$ cat src/rtl/coder_output_packer_if.sv
// Bus bundle for coder_output_packer: encoder triplet input side and byte-stream output side.
// The master modport is the surrounding logic; the slave modport is the packer itself.
interface coder_output_packer_if #(
    parameter int SIZE_W = 16
);
    logic              enc_valid;
    logic              enc_start;
    logic              xk_in;
    logic              zk_in;
    logic              zk_prime_in;
    logic [SIZE_W-1:0] blk_size;
    logic [7:0]        byte_out;
    logic              byte_last;
    logic              byte_valid;
    logic              byte_ready;
    logic              blk_done;
    logic              busy;
    logic              overflow;
    logic              proto_err;

    modport master (
        output enc_valid, enc_start, xk_in, zk_in, zk_prime_in, blk_size, byte_ready,
        input  byte_out, byte_last, byte_valid, blk_done, busy, overflow, proto_err
    );

    modport slave (
        input  enc_valid, enc_start, xk_in, zk_in, zk_prime_in, blk_size, byte_ready,
        output byte_out, byte_last, byte_valid, blk_done, busy, overflow, proto_err
    );
endinterface

$ cat src/rtl/coder_output_packer.sv
// Packs encoder triplets (xk, zk, zk') of one code block, tail included, into LSB-first bytes
// and queues them with a last-of-block flag in a small FIFO for a valid/ready consumer.
module coder_output_packer #(
    parameter int SIZE_W     = 16,
    parameter int FIFO_DEPTH = 16,
    parameter int FIFO_AW    = 4
) (
    input  logic                  clk,
    input  logic                  reset,
    coder_output_packer_if.slave  bus
);
    localparam int CW = SIZE_W + 1;

    typedef enum logic [1:0] {
        ST_IDLE,
        ST_COLLECT,
        ST_FLUSH
    } state_t;

    state_t          state_q, state_d;
    logic [9:0]      acc_q, acc_d;
    logic [3:0]      acc_cnt_q, acc_cnt_d;
    logic [CW-1:0]   trip_cnt_q, trip_cnt_d;
    logic [CW-1:0]   target_q, target_d;
    logic            overflow_q;
    logic            proto_err_q;

    logic            accept;
    logic            restart;
    logic [2:0]      trip_bits;
    logic [9:0]      base_acc;
    logic [3:0]      base_cnt;
    logic [CW-1:0]   base_trip;
    logic [CW-1:0]   target_now;
    logic [9:0]      sum_acc;
    logic [3:0]      sum_cnt;
    logic            full_byte;
    logic [9:0]      rem_acc;
    logic [3:0]      rem_cnt;
    logic            final_trip;

    logic            wr_req;
    logic [7:0]      wr_data;
    logic            wr_last;
    logic            proto_hit;

    logic [8:0]         fifo_mem [FIFO_DEPTH];
    logic [FIFO_AW-1:0] wr_ptr, rd_ptr;
    logic [FIFO_AW:0]   fifo_cnt;
    logic               fifo_full, fifo_empty;
    logic               push, pop, drop;

    // A start strobe always restarts from an empty accumulator, which is how a
    // mid-block restart throws away the partial residual.
    assign restart    = bus.enc_valid && bus.enc_start;
    assign accept     = bus.enc_valid &&
                        ((state_q == ST_COLLECT) || ((state_q == ST_IDLE) && bus.enc_start));
    assign trip_bits  = {bus.zk_prime_in, bus.zk_in, bus.xk_in};
    assign base_acc   = restart ? '0 : acc_q;
    assign base_cnt   = restart ? '0 : acc_cnt_q;
    assign base_trip  = restart ? '0 : trip_cnt_q;
    assign target_now = restart ? ({1'b0, bus.blk_size} + CW'(4)) : target_q;
    assign sum_acc    = base_acc | ({7'b0, trip_bits} << base_cnt);
    assign sum_cnt    = base_cnt + 4'd3;
    assign full_byte  = (sum_cnt >= 4'd8);
    assign rem_acc    = full_byte ? {8'b0, sum_acc[9:8]} : sum_acc;
    assign rem_cnt    = full_byte ? (sum_cnt - 4'd8) : sum_cnt;
    assign final_trip = ((base_trip + CW'(1)) == target_now);

    always_comb begin
        state_d    = state_q;
        acc_d      = acc_q;
        acc_cnt_d  = acc_cnt_q;
        trip_cnt_d = trip_cnt_q;
        target_d   = target_q;
        wr_req     = 1'b0;
        wr_data    = '0;
        wr_last    = 1'b0;
        proto_hit  = 1'b0;
        case (state_q)
            ST_IDLE, ST_COLLECT: begin
                if (accept) begin
                    proto_hit  = (state_q == ST_COLLECT) && bus.enc_start;
                    acc_d      = rem_acc;
                    acc_cnt_d  = rem_cnt;
                    trip_cnt_d = base_trip + CW'(1);
                    target_d   = target_now;
                    wr_req     = full_byte;
                    wr_data    = sum_acc[7:0];
                    if (!final_trip) begin
                        state_d = ST_COLLECT;
                    end else if (rem_cnt == 4'd0) begin
                        wr_last = 1'b1;
                        state_d = ST_IDLE;
                    end else begin
                        state_d = ST_FLUSH;
                    end
                end
            end
            ST_FLUSH: begin
                // Bits above the residual count are always zero, giving MSB padding for free.
                wr_req    = 1'b1;
                wr_data   = acc_q[7:0];
                wr_last   = 1'b1;
                acc_d     = '0;
                acc_cnt_d = '0;
                state_d   = ST_IDLE;
                proto_hit = bus.enc_valid;
            end
            default: begin
                state_d = ST_IDLE;
            end
        endcase
    end

    assign fifo_full  = (fifo_cnt == (FIFO_AW+1)'(FIFO_DEPTH));
    assign fifo_empty = (fifo_cnt == '0);
    assign pop        = bus.byte_ready && !fifo_empty;
    assign push       = wr_req && (!fifo_full || pop);
    assign drop       = wr_req && fifo_full && !pop;

    always_ff @(posedge clk) begin
        if (reset) begin
            state_q     <= ST_IDLE;
            acc_q       <= '0;
            acc_cnt_q   <= '0;
            trip_cnt_q  <= '0;
            target_q    <= '0;
            overflow_q  <= 1'b0;
            proto_err_q <= 1'b0;
        end else begin
            state_q    <= state_d;
            acc_q      <= acc_d;
            acc_cnt_q  <= acc_cnt_d;
            trip_cnt_q <= trip_cnt_d;
            target_q   <= target_d;
            if (drop) begin
                overflow_q <= 1'b1;
            end
            if (proto_hit) begin
                proto_err_q <= 1'b1;
            end
        end
    end

    always_ff @(posedge clk) begin
        if (reset) begin
            wr_ptr   <= '0;
            rd_ptr   <= '0;
            fifo_cnt <= '0;
        end else begin
            if (push) begin
                fifo_mem[wr_ptr] <= {wr_last, wr_data};
                wr_ptr <= (wr_ptr == FIFO_AW'(FIFO_DEPTH - 1)) ? '0 : wr_ptr + FIFO_AW'(1);
            end
            if (pop) begin
                rd_ptr <= (rd_ptr == FIFO_AW'(FIFO_DEPTH - 1)) ? '0 : rd_ptr + FIFO_AW'(1);
            end
            case ({push, pop})
                2'b10:   fifo_cnt <= fifo_cnt + (FIFO_AW+1)'(1);
                2'b01:   fifo_cnt <= fifo_cnt - (FIFO_AW+1)'(1);
                default: fifo_cnt <= fifo_cnt;
            endcase
        end
    end

    // The head entry is masked while empty so the uninitialised storage never leaks out.
    assign bus.byte_out   = fifo_empty ? 8'h00 : fifo_mem[rd_ptr][7:0];
    assign bus.byte_last  = fifo_empty ? 1'b0  : fifo_mem[rd_ptr][8];
    assign bus.byte_valid = !fifo_empty;
    assign bus.blk_done   = wr_req && wr_last && !reset;
    assign bus.busy       = (state_q != ST_IDLE);
    assign bus.overflow   = overflow_q;
    assign bus.proto_err  = proto_err_q;
endmodule

$ cat src/flat_wrapper.sv
// flat-port wrapper written by rule: the top's interface ports become plain ports
module coder_output_packer_flat 
#(
    parameter int SIZE_W     = 16,
    parameter int FIFO_DEPTH = 16,
    parameter int FIFO_AW    = 4
)
  (clk, reset, bus_enc_valid, bus_enc_start, bus_xk_in, bus_zk_in, bus_zk_prime_in, bus_blk_size, bus_byte_ready, bus_byte_out, bus_byte_last, bus_byte_valid, bus_blk_done, bus_busy, bus_overflow, bus_proto_err);
  coder_output_packer_if #(.SIZE_W(SIZE_W)) bus_i ();
  input  logic clk;
  input  logic reset;
  input wire logic [$bits(bus_i.enc_valid)-1:0] bus_enc_valid;
  input wire logic [$bits(bus_i.enc_start)-1:0] bus_enc_start;
  input wire logic [$bits(bus_i.xk_in)-1:0] bus_xk_in;
  input wire logic [$bits(bus_i.zk_in)-1:0] bus_zk_in;
  input wire logic [$bits(bus_i.zk_prime_in)-1:0] bus_zk_prime_in;
  input wire logic [$bits(bus_i.blk_size)-1:0] bus_blk_size;
  input wire logic [$bits(bus_i.byte_ready)-1:0] bus_byte_ready;
  output wire logic [$bits(bus_i.byte_out)-1:0] bus_byte_out;
  output wire logic [$bits(bus_i.byte_last)-1:0] bus_byte_last;
  output wire logic [$bits(bus_i.byte_valid)-1:0] bus_byte_valid;
  output wire logic [$bits(bus_i.blk_done)-1:0] bus_blk_done;
  output wire logic [$bits(bus_i.busy)-1:0] bus_busy;
  output wire logic [$bits(bus_i.overflow)-1:0] bus_overflow;
  output wire logic [$bits(bus_i.proto_err)-1:0] bus_proto_err;
  assign bus_i.enc_valid = bus_enc_valid;
  assign bus_i.enc_start = bus_enc_start;
  assign bus_i.xk_in = bus_xk_in;
  assign bus_i.zk_in = bus_zk_in;
  assign bus_i.zk_prime_in = bus_zk_prime_in;
  assign bus_i.blk_size = bus_blk_size;
  assign bus_i.byte_ready = bus_byte_ready;
  assign bus_byte_out = bus_i.byte_out;
  assign bus_byte_last = bus_i.byte_last;
  assign bus_byte_valid = bus_i.byte_valid;
  assign bus_blk_done = bus_i.blk_done;
  assign bus_busy = bus_i.busy;
  assign bus_overflow = bus_i.overflow;
  assign bus_proto_err = bus_i.proto_err;
  coder_output_packer #(.SIZE_W(SIZE_W), .FIFO_DEPTH(FIFO_DEPTH), .FIFO_AW(FIFO_AW)) u_core (.clk(clk), .reset(reset), .bus(bus_i));
endmodule
$ cat config.mk
export PLATFORM = sky130hd
export DESIGN_NAME = coder_output_packer_flat
export DESIGN_NICKNAME = d
export VERILOG_FILES = /design/src/rtl/coder_output_packer_if.sv /design/src/rtl/coder_output_packer.sv /design/src/flat_wrapper.sv
export SDC_FILE = /design/constraint.sdc
export NUM_CORES = 1
export LEC_CHECK = 0
export ABC_AREA = 1
export CORE_AREA = 5 5 151 153
export CTS_CLUSTER_SIZE = 8
export DETAILED_ROUTE_END_ITERATION = 7
export DIE_AREA = 0 0 156 158
export DONT_BUFFER_PORTS = 1
export GPL_TIMING_DRIVEN = 0
export HOLD_SLACK_MARGIN = 0.03
export PLACE_DENSITY_LB_ADDON = 0.25
export SLEW_MARGIN = 5
export SYNTH_ARGS = -nofsm -noshare
export SYNTH_HDL_FRONTEND = slang
export SYNTH_SLANG_ARGS = --single-unit
export TNS_END_PERCENT = 30
$ cat constraint.sdc
create_clock -name clk -period 3.1 [get_ports clk]
set_input_delay 0.465 -clock clk [delete_from_list [all_inputs] [get_ports clk]]
set_output_delay 0.465 -clock clk [all_outputs]
set_load 0.01 [all_outputs]
==> tab_implementation.tex <==
\begin{tabular}{lr}
\hline
Metric & Value \\
\hline
\multicolumn{2}{l}{\textbf{Power}} \\
\quad Power consumption & 8130 uW \\
\quad Highest ir drop seen on vdd & roughly 0.35 mV \\
\quad Areal power density over the cells & slightly below 700 nW/um\^{}2 \\
\quad Leakage component of the power & approximately 0.0045 uW \\
\multicolumn{2}{l}{\textbf{Clock tree}} \\
\quad Cts bufs inserted & 30 \\
\quad CTS Buffer Depth & 3 \\
\quad Clock root buffer & sky130\_fd\_sc\_hd\_\_clkbuf\_16 \\
\quad Clock-pin slew of the registers on the worst-case setup and hold paths & roughly 0.050 ns \\
\quad Later-pin clock latency in the skew report & around 0.53 ns \\
\quad H-tree lvl count & 1 \\
\quad Num Clock Sinks & 213 \\
\quad CTS tree & yes \\
\multicolumn{2}{l}{\textbf{Route}} \\
\quad Wirelength, routed & between 20000 and 30000 um \\
\quad DRC viols & 0 \\
\quad Routed len/inst & around 19 um \\
\quad Total number of vias & around 8500 \\
\quad Antenna-violating nets left & 0 \\
\quad Drt initial violations & $\sim$800 \\
\quad Pre-antenna DRT Iters & 6 \\
\quad Ratio of routed vias to standard cells & about 5.6 \\
\multicolumn{2}{l}{\textbf{Timing}} \\
\quad Final Max Slew Viols & 0 \\
\quad Post-route fraction of the period consumed by the critical path & 101\% \\
\quad Actual slew at the worst max-slew pin & 0.919 ns \\
\quad Highest clock rate & 320 MHz \\
\quad Min Tclk post-route & $\sim$3.1 ns \\
\quad Count of endpoints failing setup in the final report & 1 \\
\quad Unrepaired setup endpoints after global routing & yes \\
\quad Final hold violation count & 0 \\
\quad Remaining max-slew budget at the tightest pin & 38.7\% \\
\quad Sum Neg Setup Slack & -0.0209 ns \\
\quad Final critical-path setup slack & -0.0209 ns \\
\quad Setup clock skew after layout & around 0.01 ns \\
\multicolumn{2}{l}{\textbf{Worst setup path}} \\
\quad Largest delay share family, worst path & simple AND/OR/NAND/NOR gates \\
\quad Crit start category & flip-flop \\
\quad Class of the most critical setup path & reg -> out \\
\quad WP buf/inv & 3 \\
\quad Crit path arrival time & 2.66 ns \\
\quad Most common cell on crit path & sky130\_fd\_sc\_hd\_\_nand2\_1 \\
\quad Reg-to-reg critical path startpoint & u\_core.state\_q[1] \\
\quad R2R depth & 10 \\
\quad Required time at the endpoint of the critical path & between 2 and 3 ns \\
\quad Crit path cell chain & inv\_2 > nor2\_4 > ha\_4 > nand4\_4 > nor2\_4 > buf\_6 > nand3\_2 > nand2\_1 > nand2\_1 > inv\_1 > nand2\_1 > nand2\_1 > nand3\_2 > nor2\_4 > nand3\_4 > a21oi\_4 \\
\quad Crit-path max FO & 5 \\
\quad Endpoint kind of the worst setup timing path & primary output \\
\quad Critical-path cell with the highest stage delay & sky130\_fd\_sc\_hd\_\_dfxtp\_2 \\
\quad Max incr delay on CP & around 0.33 ns \\
\quad Reg2Reg Setup Slack & around 0.19 ns \\
\quad R2R Path End & u\_core.fifo\_mem[15][5] \\
\quad Beginning of the critical path & u\_core.trip\_cnt\_q[0] \\
\multicolumn{2}{l}{\textbf{Synth}} \\
\quad Post-synth ARST share & 0\% \\
\quad Warnings, synthesis & 0 \\
\quad Post-synthesis net count & 1223 \\
\quad Gate Count Post-Synth & around 1200 \\
\quad Number of synthesized register bits & about 210 \\
\quad Syn Std Cell Area & approximately 10000 um\^{}2 \\
\quad EDFF count, synth & 144 \\
\quad Main synth FF type & sky130\_fd\_sc\_hd\_\_edfxtp\_1 \\
\quad Number of distinct library cells after synthesis & 48 \\
\quad Per-instance average area after synthesis & roughly 9 um\^{}2 \\
\quad Sequential cell area fraction in the yosys report & between 50 and 60\% \\
\multicolumn{2}{l}{\textbf{Global routing}} \\
\quad All-Layer GR Usage & a little under a quarter \\
\quad Antenna violations before repair & 0 \\
\quad First-pass GRT wire length & roughly 45000 um \\
\quad Overall overflow remaining after global route & 0 \\
\quad Via count of the first global-routing pass & $\sim$8200 \\
\quad Pin count of the biggest net entering global routing & 29 \\
\multicolumn{2}{l}{\textbf{Placed design}} \\
\quad Final Wtd Congestion & approximately 0.93 \\
\quad Placed wire-length estimate & between 15000 and 20000 um \\
\quad \# port buffers & 0 \\
\quad Placed cell count & 1472 \\
\multicolumn{2}{l}{\textbf{Floorplan}} \\
\quad IO Pins & 38 \\
\quad Die area & approximately 25000 um\^{}2 \\
\quad Starting utilization of the core area & approximately half \\
\quad Die width & 156 um \\
\quad Die extent in y & about 160 um \\
\quad Rows & 54 \\
\quad Core footprint & 21400 um\^{}2 \\
\multicolumn{2}{l}{\textbf{Hold path}} \\
\quad Capture endpoint of the worst hold path & u\_core.state\_q[1] \\
\quad Critical hold path startpoint & reset \\
\quad Hold WC Path Type & in -> reg \\
\quad Worst Hold Path Cells & 3 \\
\multicolumn{2}{l}{\textbf{Cells and area}} \\
\quad Core utilization of the finished layout & 55.5\% \\
\quad Final Net Count & roughly 1300 \\
\quad Post-synthesis to final-layout area growth & 14.1\% \\
\quad Final Instance Count excl. Fillers & between 1500 and 2000 \\
\quad Fraction of layout instances using a drive strength above 1 & $\sim$11\% \\
\quad Filler Cell Count & roughly 1900 \\
\quad Diode count & 0 \\
\multicolumn{2}{l}{\textbf{Job}} \\
\quad Max-cap violations & 0 \\
\multicolumn{2}{l}{\textbf{Status}} \\
\quad Violated checks & setup timing \\
\quad Status & finished with violations \\
\hline
\end{tabular}
[report_power, final]
part,internal (uW),leakage [uW],switching (uW)
Sequential,3120,0.00186,112
Combinational,553,0.00228,1360
Clock,1840,0.000411,1160
[state kept, by name (all words and copies together), names as in the netlist, named ones only]
signal                flops
u_core.trip_cnt_q        17
u_core.bus.proto_err      1
u_core.fifo_cnt           5
u_core.fifo_mem         144
u_core.target_q          17
u_core.acc_q             10
u_core.acc_cnt_q          4
u_core.state_q            2
u_core.bus.overflow       1
u_core.rd_ptr             4
u_core.wr_ptr             4
[layout by cell type (no fill, tap or decap), drive strengths merged]
master | synthesis | routed
o22ai | 12 | 12
inv | 128 | 128
o221ai | 32 | 32
clkinv | 3 | 4
xnor2 | 4 | 4
nand4 | 11 | 11
o21bai | 2 | 2
o21ai | 134 | 134
buf | 10 | 16
dfxtp | 69 | 69
nor3 | 7 | 7
o211ai | 13 | 13
nand3b | 1 | 1
a21oi | 57 | 57
nand2 | 238 | 238
clkbuf | 43 | 92
or2 | 6 | 6
xor2 | 7 | 7
ha | 10 | 10
a211oi | 2 | 2
edfxtp | 144 | 144
nand3 | 81 | 81
nor2 | 167 | 167
fa | 1 | 1
nor3b | 2 | 2
a22oi | 2 | 2
nor4 | 1 | 1
dlygate4sd3 | 0 | 1
a2111oi | 1 | 1
[what timing repair did]
item	in CTS	in global routing
setup buffers	1	3
hold buffers	1	0
resized for setup	22	40
pin swaps	7	12
endpoints found under the setup margin	26	101
endpoints found under the hold margin	1	0
[synth_stat cells, types with 7 or more instances]
master,n,share of area [%]
sky130_fd_sc_hd__clkbuf_1,43,1.5
sky130_fd_sc_hd__ha_1,10,1.2
sky130_fd_sc_hd__inv_1,123,4.4
sky130_fd_sc_hd__nand2_1,229,8.3
sky130_fd_sc_hd__o221ai_1,32,2.7
sky130_fd_sc_hd__a21oi_1,56,2.7
sky130_fd_sc_hd__o21ai_0,129,6.2
sky130_fd_sc_hd__nor2_2,9,0.54
sky130_fd_sc_hd__o22ai_1,12,0.72
sky130_fd_sc_hd__nor2_1,153,5.5
sky130_fd_sc_hd__nand3_1,76,3.7
sky130_fd_sc_hd__nand4_1,10,0.60
sky130_fd_sc_hd__dfxtp_1,69,13
sky130_fd_sc_hd__o211ai_1,12,0.86
sky130_fd_sc_hd__xor2_1,7,0.59
sky130_fd_sc_hd__edfxtp_1,144,42
[worst register-to-register path: stages, from the launching register on]
cell	delay, ns
sky130_fd_sc_hd__dfxtp_1	0.37
sky130_fd_sc_hd__inv_1	0.07
sky130_fd_sc_hd__nor2_1	0.29
sky130_fd_sc_hd__nor2_1	0.17
sky130_fd_sc_hd__inv_1	0.27
sky130_fd_sc_hd__nand2_2	0.13
sky130_fd_sc_hd__inv_2	0.09
sky130_fd_sc_hd__nand2_4	0.09
sky130_fd_sc_hd__nor2_2	0.17
sky130_fd_sc_hd__nand2_1	0.17
sky130_fd_sc_hd__nor2_1	0.72
[worst max-delay path by stage]
stage                                  to  cells after the start
floorplan                    bus_blk_done                     19
global placement             bus_blk_done                     19
detailed placement  u_core.fifo_mem[5][8]                     19
CTS                          bus_blk_done                     13
global route                 bus_blk_done                     16
finish                       bus_blk_done                     16
[cell type report]
type | count | area (um^2) | area share (%)
Buffer | 48 | 244 | 2.05
Clock buffer | 52 | 855 | 7.19
Clock inverter | 1 | 5.00 | 0.0421
Inverter | 131 | 493 | 4.15
Multi-Input combinational cell | 791 | 4140 | 34.9
Sequential cell | 213 | 5710 | 48.0
Tap cell | 280 | 350 | 2.95
Timing Repair Buffer | 9 | 90.1 | 0.758
[metrics by stage]
stage	worst slack (ns)	hold WS, ns	cell area, um^2
after floorplan	0.00599	0.444	10400
after global placement	-0.563	0.452	10800
after detailed placement	-0.641	0.455	10800
after CTS	-0.0306	0.0990	11700
after global routing	-0.213	0.108	11900
final	-0.0209	0.112	11900
[cells by family after synthesis]
logic type	Yosys count	synth area share (%)
fa+ha+maj	11	1.39
simple gates	514	21.5
compound gates	255	14.2
flops	213	54.8
xor+xnor	11	0.997
buf+inv	184	7.11
[per-layer routing]
layer | GRT usage, % | share of wire [%]
met2 | 38.2 | 48
met4 | 5.54 | 1.6
met5 | 0 | 0
met1 | 31.5 | 43
met3 | 4.26 | 7.7
No activity file was read; power rests on OpenSTA's default activity.
